### src/rtl/uwb_tx_scheduler_pkg.sv
// uwb_sched_pkg: shared types and constants for the UWB transmit scheduler.
// TX_PREAMBLE_EN adds the PREAMBLE state.
package uwb_sched_pkg;
    typedef enum logic [1:0] {
        IDLE,
`ifdef TX_PREAMBLE_EN
        PREAMBLE,
`endif
        DATA,
        GAP
    } state_t;
    localparam logic [7:0] PREAMBLE_PATTERN = 8'hA5;
    localparam int PREAMBLE_W = 8;
endpackage

### src/rtl/uwb_tx_scheduler_if.sv
// uwb_tx_if: requester handshakes plus serial bit stream of the transmit scheduler.
interface uwb_tx_if #(parameter int DATA_W = 128);
    logic              req0_valid, req1_valid;
    logic [DATA_W-1:0] req0_data, req1_data;
    logic              req0_ready, req1_ready;
    logic              bit_out, bit_valid, bit_last, frame_start, grant_id, busy;
    modport master (
        output req0_valid, req0_data, req1_valid, req1_data,
        input  req0_ready, req1_ready, bit_out, bit_valid, bit_last, frame_start, grant_id, busy
    );
    modport slave (
        input  req0_valid, req0_data, req1_valid, req1_data,
        output req0_ready, req1_ready, bit_out, bit_valid, bit_last, frame_start, grant_id, busy
    );
endinterface

### src/rtl/uwb_rr_arbiter.sv
// uwb_rr_arbiter: 2-way round-robin arbiter, one-hot grant, favours the requester not served last.
module uwb_rr_arbiter (
    input  logic [1:0] valid,
    input  logic       last_served,
    input  logic       enable,
    output logic [1:0] grant
);
    // A lone requester wins outright; on contention the pointer picks the other one.
    always_comb begin
        grant = !enable ? 2'b00 : valid == 2'b11 ? (last_served ? 2'b01 : 2'b10) : valid;
    end
endmodule

### src/rtl/uwb_tx_scheduler.sv
// uwb_tx_scheduler: shares the UWB serial bit path between two frame requesters, MSB-first.
// Defining TX_PREAMBLE_EN prefixes every frame with PREAMBLE_PATTERN.
module uwb_tx_scheduler
    import uwb_sched_pkg::*;
#(
    parameter int DATA_W     = 128,
    parameter int BIT_CYCLES = 16,
    parameter int GAP_CYCLES = 4
) (
    input logic     clk,
    input logic     rst,
    uwb_tx_if.slave bus
);
    localparam int CW = $clog2(BIT_CYCLES) + 1;
    localparam int IW = $clog2(DATA_W);
    localparam int GW = GAP_CYCLES > 0 ? $clog2(GAP_CYCLES + 1) : 1;
`ifdef TX_PREAMBLE_EN
    localparam state_t FIRST = PREAMBLE;
`else
    localparam state_t FIRST = DATA;
`endif

    state_t            state, state_n;
    logic [CW-1:0]     cyc;
    logic [IW-1:0]     idx;
    logic [GW-1:0]     gcnt;
    logic [DATA_W-1:0] sreg;
    logic              last_served, grant_id, frame_start;
    logic              sending, bit_end, frame_end, pre_end, gap_end, pre_bit;
    logic [1:0]        grant;

    // Ready is forced low while reset is held so every output reads 0 in reset.
    uwb_rr_arbiter u_arb (
        .valid       ({bus.req1_valid, bus.req0_valid}),
        .last_served (last_served),
        .enable      (state == IDLE && !rst),
        .grant       (grant)
    );

    // Bit-period boundary and terminal counts of preamble, frame and gap.
    always_comb begin
        bit_end   = cyc == CW'(BIT_CYCLES - 1);
        frame_end = state == DATA && bit_end && idx == IW'(DATA_W - 1);
        gap_end   = state == GAP && gcnt == GW'(GAP_CYCLES - 1);
`ifdef TX_PREAMBLE_EN
        pre_end   = state == PREAMBLE && bit_end && idx == IW'(PREAMBLE_W - 1);
        pre_bit   = state == PREAMBLE && PREAMBLE_PATTERN[~idx[2:0]];
        sending   = state == PREAMBLE || state == DATA;
`else
        pre_end   = 1'b0;
        pre_bit   = 1'b0;
        sending   = state == DATA;
`endif
    end

    // Next state: IDLE -> (PREAMBLE) -> DATA -> (GAP) -> IDLE.
    always_comb begin
        state_n = state;
        if (state == IDLE && |grant) state_n = FIRST;
        if (pre_end) state_n = DATA;
        if (frame_end) state_n = GAP_CYCLES == 0 ? IDLE : GAP;
        if (gap_end) state_n = IDLE;
    end

    // State, counters, latched frame and arbitration pointer.
    always_ff @(posedge clk or posedge rst) begin
        if (rst) begin
            state       <= IDLE;
            cyc         <= '0;
            idx         <= '0;
            gcnt        <= '0;
            sreg        <= '0;
            last_served <= 1'b1;
            grant_id    <= 1'b0;
            frame_start <= 1'b0;
        end else begin
            state       <= state_n;
            frame_start <= |grant;
            if (|grant) begin
                sreg        <= grant[1] ? bus.req1_data : bus.req0_data;
                grant_id    <= grant[1];
                last_served <= grant[1];
            end else if (state == DATA && bit_end) begin
                sreg <= sreg << 1;
            end
            cyc  <= sending && !bit_end ? cyc + 1'b1 : '0;
            idx  <= !sending || !bit_end ? idx : (pre_end || frame_end) ? '0 : idx + 1'b1;
            gcnt <= state == GAP && !gap_end ? gcnt + 1'b1 : '0;
        end
    end

    assign bus.req0_ready  = grant[0];
    assign bus.req1_ready  = grant[1];
    assign bus.bit_valid   = sending;
    assign bus.bit_out     = (state == DATA && sreg[DATA_W-1]) || pre_bit;
    assign bus.bit_last    = state == DATA && idx == IW'(DATA_W - 1);
    assign bus.busy        = state != IDLE;
    assign bus.frame_start = frame_start;
    assign bus.grant_id    = grant_id;
endmodule

### src/flat_wrapper.sv
// flat-port wrapper written by rule: the top's interface ports become plain ports
module uwb_tx_scheduler_flat import uwb_sched_pkg::*;
#(
    parameter int DATA_W     = 128,
    parameter int BIT_CYCLES = 16,
    parameter int GAP_CYCLES = 4
)
  (clk, rst, bus_req0_valid, bus_req0_data, bus_req1_valid, bus_req1_data, bus_req0_ready, bus_req1_ready, bus_bit_out, bus_bit_valid, bus_bit_last, bus_frame_start, bus_grant_id, bus_busy);
  uwb_tx_if #(.DATA_W(DATA_W)) bus_i ();
  input logic clk;
  input logic rst;
  input wire logic [$bits(bus_i.req0_valid)-1:0] bus_req0_valid;
  input wire logic [$bits(bus_i.req0_data)-1:0] bus_req0_data;
  input wire logic [$bits(bus_i.req1_valid)-1:0] bus_req1_valid;
  input wire logic [$bits(bus_i.req1_data)-1:0] bus_req1_data;
  output wire logic [$bits(bus_i.req0_ready)-1:0] bus_req0_ready;
  output wire logic [$bits(bus_i.req1_ready)-1:0] bus_req1_ready;
  output wire logic [$bits(bus_i.bit_out)-1:0] bus_bit_out;
  output wire logic [$bits(bus_i.bit_valid)-1:0] bus_bit_valid;
  output wire logic [$bits(bus_i.bit_last)-1:0] bus_bit_last;
  output wire logic [$bits(bus_i.frame_start)-1:0] bus_frame_start;
  output wire logic [$bits(bus_i.grant_id)-1:0] bus_grant_id;
  output wire logic [$bits(bus_i.busy)-1:0] bus_busy;
  assign bus_i.req0_valid = bus_req0_valid;
  assign bus_i.req0_data = bus_req0_data;
  assign bus_i.req1_valid = bus_req1_valid;
  assign bus_i.req1_data = bus_req1_data;
  assign bus_req0_ready = bus_i.req0_ready;
  assign bus_req1_ready = bus_i.req1_ready;
  assign bus_bit_out = bus_i.bit_out;
  assign bus_bit_valid = bus_i.bit_valid;
  assign bus_bit_last = bus_i.bit_last;
  assign bus_frame_start = bus_i.frame_start;
  assign bus_grant_id = bus_i.grant_id;
  assign bus_busy = bus_i.busy;
  uwb_tx_scheduler #(.DATA_W(DATA_W), .BIT_CYCLES(BIT_CYCLES), .GAP_CYCLES(GAP_CYCLES)) u_core (.clk(clk), .rst(rst), .bus(bus_i));
endmodule
### config.mk
export PLATFORM = sky130hd
export DESIGN_NAME = uwb_tx_scheduler_flat
export DESIGN_NICKNAME = d
export VERILOG_FILES = /design/src/rtl/uwb_tx_scheduler_pkg.sv /design/src/rtl/uwb_tx_scheduler_if.sv /design/src/rtl/uwb_rr_arbiter.sv /design/src/rtl/uwb_tx_scheduler.sv /design/src/flat_wrapper.sv
export SDC_FILE = /design/constraint.sdc
export NUM_CORES = 1
export LEC_CHECK = 0
export ABC_AREA = 1
export CAP_MARGIN = 20
export CORE_MARGIN = 4
export CORE_UTILIZATION = 50
export CTS_BUF_LIST = sky130_fd_sc_hd__clkbuf_16
export CTS_CLUSTER_DIAMETER = 30
export DETAILED_ROUTE_END_ITERATION = 10
export GPL_ROUTABILITY_DRIVEN = 0
export HOLD_SLACK_MARGIN = 0.1
export PLACE_DENSITY = 0.85
export SYNTH_ARGS = -nofsm -noshare
export SYNTH_HDL_FRONTEND = slang
export SYNTH_HIERARCHICAL = 1
export SYNTH_SLANG_ARGS = --single-unit
### constraint.sdc
create_clock -name clk -period 8.04 [get_ports clk]
set_input_delay 1.206 -clock clk [delete_from_list [all_inputs] [get_ports clk]]
set_output_delay 1.206 -clock clk [all_outputs]
set_load 0.02 [all_outputs]
==> results.cfg <==
[outcome]
status = completed

[clock_tree]
h-tree-depth = 4
tritoncts = yes
cts_hold_buf = 0
clkTransAtPathRegs_ns = 0.06
cts_resized = 0
cts_inserted_buffers = 17
clk_latency_ns = 0.42
cts_sinks = 148
cts-root-buf = clkbuf_16
cts.path.max_buffers = 2
post_cts_buffers = 0

[timing]
whs_ns = 0.456
hold_viol_final = 0
rsz0062_at_grt = false
worstMarginPinSlew_ns = 1.01
fmax_ghz = 0.205
min_period_ns = 4.88
relSlewSlack_pct = 32.7
fin_crit_sh_pct = 60.7
finClkSkew_ns = 0.0115
setup_viol = 0
slew_viol_final = 0
fin_setup_tns_ns = 0

[logic_synthesis]
syn_inst = 961
ys_types = 29
ys_seq_area_share_pct = 47.1
synthesis.nets = 1226
syn_area_per_cell_um2 = 8.19
ys_seq_elements = 148
yosys_warnings = 6
syn_area_mm2 = 0.00787

[setup_path]
reg2reg_slack_ns = 3.85
ff2ff_path_depth = 11
critPathKind = input pin to register
cp-start-kind = input pin
slowest_stage = a21oi_4
worstSetupEndpointType = register
cp_num_buf_inv = 3
crit_arrival_ns = 5.20
required_ns = 8.36
critical-path-max-stage-delay_ns = 0.76
cp_max_fo = 160
path_depth = 10
crit_path_cell_trace = clkdlybuf4s50_1 > nor2_1 > nand2_1 > a21oi_4 > buf_4 > nor2_4 > nand2_8 > buf_4 > nor2_1 > a31oi_1
crit_family = buffers and inverters

[final_layout]
drive_gt1_share_pct = 4.26
syn_to_final_growth_pct = 40.0
nets = 1450
final_cell_mix = 299 x nand2_1, 267 x clkdlybuf4s50_1, 147 x dfrtp_1
post-route-util_pct = 71.9
final_common_cell = nand2_1

[floorplanning]
die_area_mm2 = 0.0178
initial_core_util_pct = 51.4
core_mm2 = 0.0153
die_y_um = 133
die_w_um = 133
ios = 268
placementRows = 45

[detailed_routing]
first_pass_iters = 5
drt_wl_total_um = 22300
drc = 0
drt-initial-drc-count = 560
detail-route-antenna-nets = 0
wire_per_inst_um = 15.8
avgViaCountPerCell = 5.29
vias = 7456

[global_route]
grt_use_total_pct = 25.0
grt_pass1_vias = 7250
grt_start_max_net_pins = 161
grt_antenna_before_repair = 1
grt_pass1_wl_um = 36100
grt_overflow_total = 0

[hold_path]
holdPathStages = 1
hold_class = register to register

[power]
ir_worst_vdd_uv = 144
p_leak_nw = 4.59
powerDensity_mw_per_mm2 = 167

[placement]
post-dp-hpwl_um = 15300
numPortBuffers = 267

[flow_run]
cap_violations = 0
==> final timing paths <==
kind | start | endpoint
worst max-delay path | rst | u_core/sreg[96]$_DFFE_PP0P_
worst min-delay path | u_core/gcnt[0]$_DFF_PP0_ | u_core/gcnt[0]$_DFF_PP0_
worst max register to register | u_core/state[1]$_DFFE_PP0P_ | u_core/sreg[96]$_DFFE_PP0P_
worst min register to register | u_core/gcnt[0]$_DFF_PP0_ | u_core/gcnt[0]$_DFF_PP0_
max in group asynchronous | rst | u_core/idx[0]$_DFFE_PP0P_
min in group asynchronous | rst | u_core/sreg[126]$_DFFE_PP0P_
==> routing by layer <==
| layer | up-vias | wire [µm] | part of all wire [%] | GRT usage, % |
|---|---|---|---|---|
| met5 | - | 13 | 0.058 | 0 |
| met4 | 2 | 412 | 1.8 | 7.77 |
| met3 | 30 | 1820 | 8.1 | 6.80 |
| met2 | 307 | 10600 | 48 | 40.5 |
| met1 | 3430 | 9430 | 42 | 33.0 |
| li1 | 3687 | - | - | - |
==> stage by stage <==
stage | power (mW) | cells | instance area, µm² | setup slack, ns
floorplan | 0.883 | 961 | 7870 | 2.86
global placement | 1.02 | 1377 | 10400 | 2.93
detailed placement | 1.03 | 1377 | 10400 | 2.73
CTS | 1.85 | 1409 | 11000 | 3.14
global route | 1.91 | 1409 | 11000 | 2.80
finish | 1.83 | 1410 | 11000 | 3.16
==> where the power goes <==
| part | switching (mW) | total, mW | leakage [nW] | internal [mW] |
|---|---|---|---|---|
| clock | 0.325 | 0.816 | 0.288 | 0.491 |
| sequential | 0.0221 | 0.809 | 1.93 | 0.787 |
| combinational | 0.0666 | 0.209 | 2.37 | 0.143 |
| total | 0.414 | 1.83 | 4.59 | 1.42 |
==> area by class of cell <==
cell class | count | area, µm²
antenna | 1 | 2.50
clock buffer | 17 | 425
clock inverter | 15 | 179
fill | 1210 | 4300
inverter | 21 | 83.8
multi-input combinational | 722 | 3620
sequential | 148 | 3700
tap | 211 | 264
timing repair buffer | 275 | 2730
==> worst reg2reg max path, stage by stage (launching register included) <==
cell and delay, ns:
dfrtp_1 0.41, inv_2 0.12, nand2_1 0.10, nor2_1 0.13, nand2_1 0.10, a21oi_4 0.76, buf_4 0.57, nor2_4 0.10
nand2_8 0.66, buf_4 0.76, nor2_1 0.16, a31oi_1 0.22
==> synthesized netlist by cell type (all sizes together) <==
master,n,share of area [%]
a22oi,1,0.095
ha,5,0.80
nor3b,1,0.16
dfstp,1,0.33
or2,1,0.080
o22ai,1,0.080
dfrtp,147,47
nor2,141,6.9
o21ai,9,0.57
nand4,1,0.080
inv,21,1.0
a21oi,4,0.25
nand3,18,1.3
buf,66,5.9
nor3,1,0.064
xor2,2,0.22
o31ai,1,0.095
a21boi,118,11
clkbuf,4,0.19
a31oi,118,9.4
nand2,300,14
==> state kept, by name, summed over array words and instances (netlist names) <==
signal and cells:
u_core/bus.frame_start 1, u_core/bus.grant_id 1, u_core/cyc 5, u_core/gcnt 3, u_core/idx 7, u_core/last_served 1
u_core/sreg 128, u_core/state 2
==> logic make-up (layout without fill, tap and decap cells) <==
family | Yosys count | count (layout) | share of synthesized area (%)
AND/OR/NAND/NOR | 463 | 463 | 23.0
AO/OA/AOI/OAI | 252 | 252 | 21.7
flip-flops | 148 | 148 | 47.1
buffers and inverters | 91 | 328 | 7.13
adder cells (fa/ha/maj) | 5 | 5 | 0.795
XOR/XNOR | 2 | 2 | 0.223
other | 0 | 1 | 0
No activity file was read; power rests on OpenSTA's default activity.
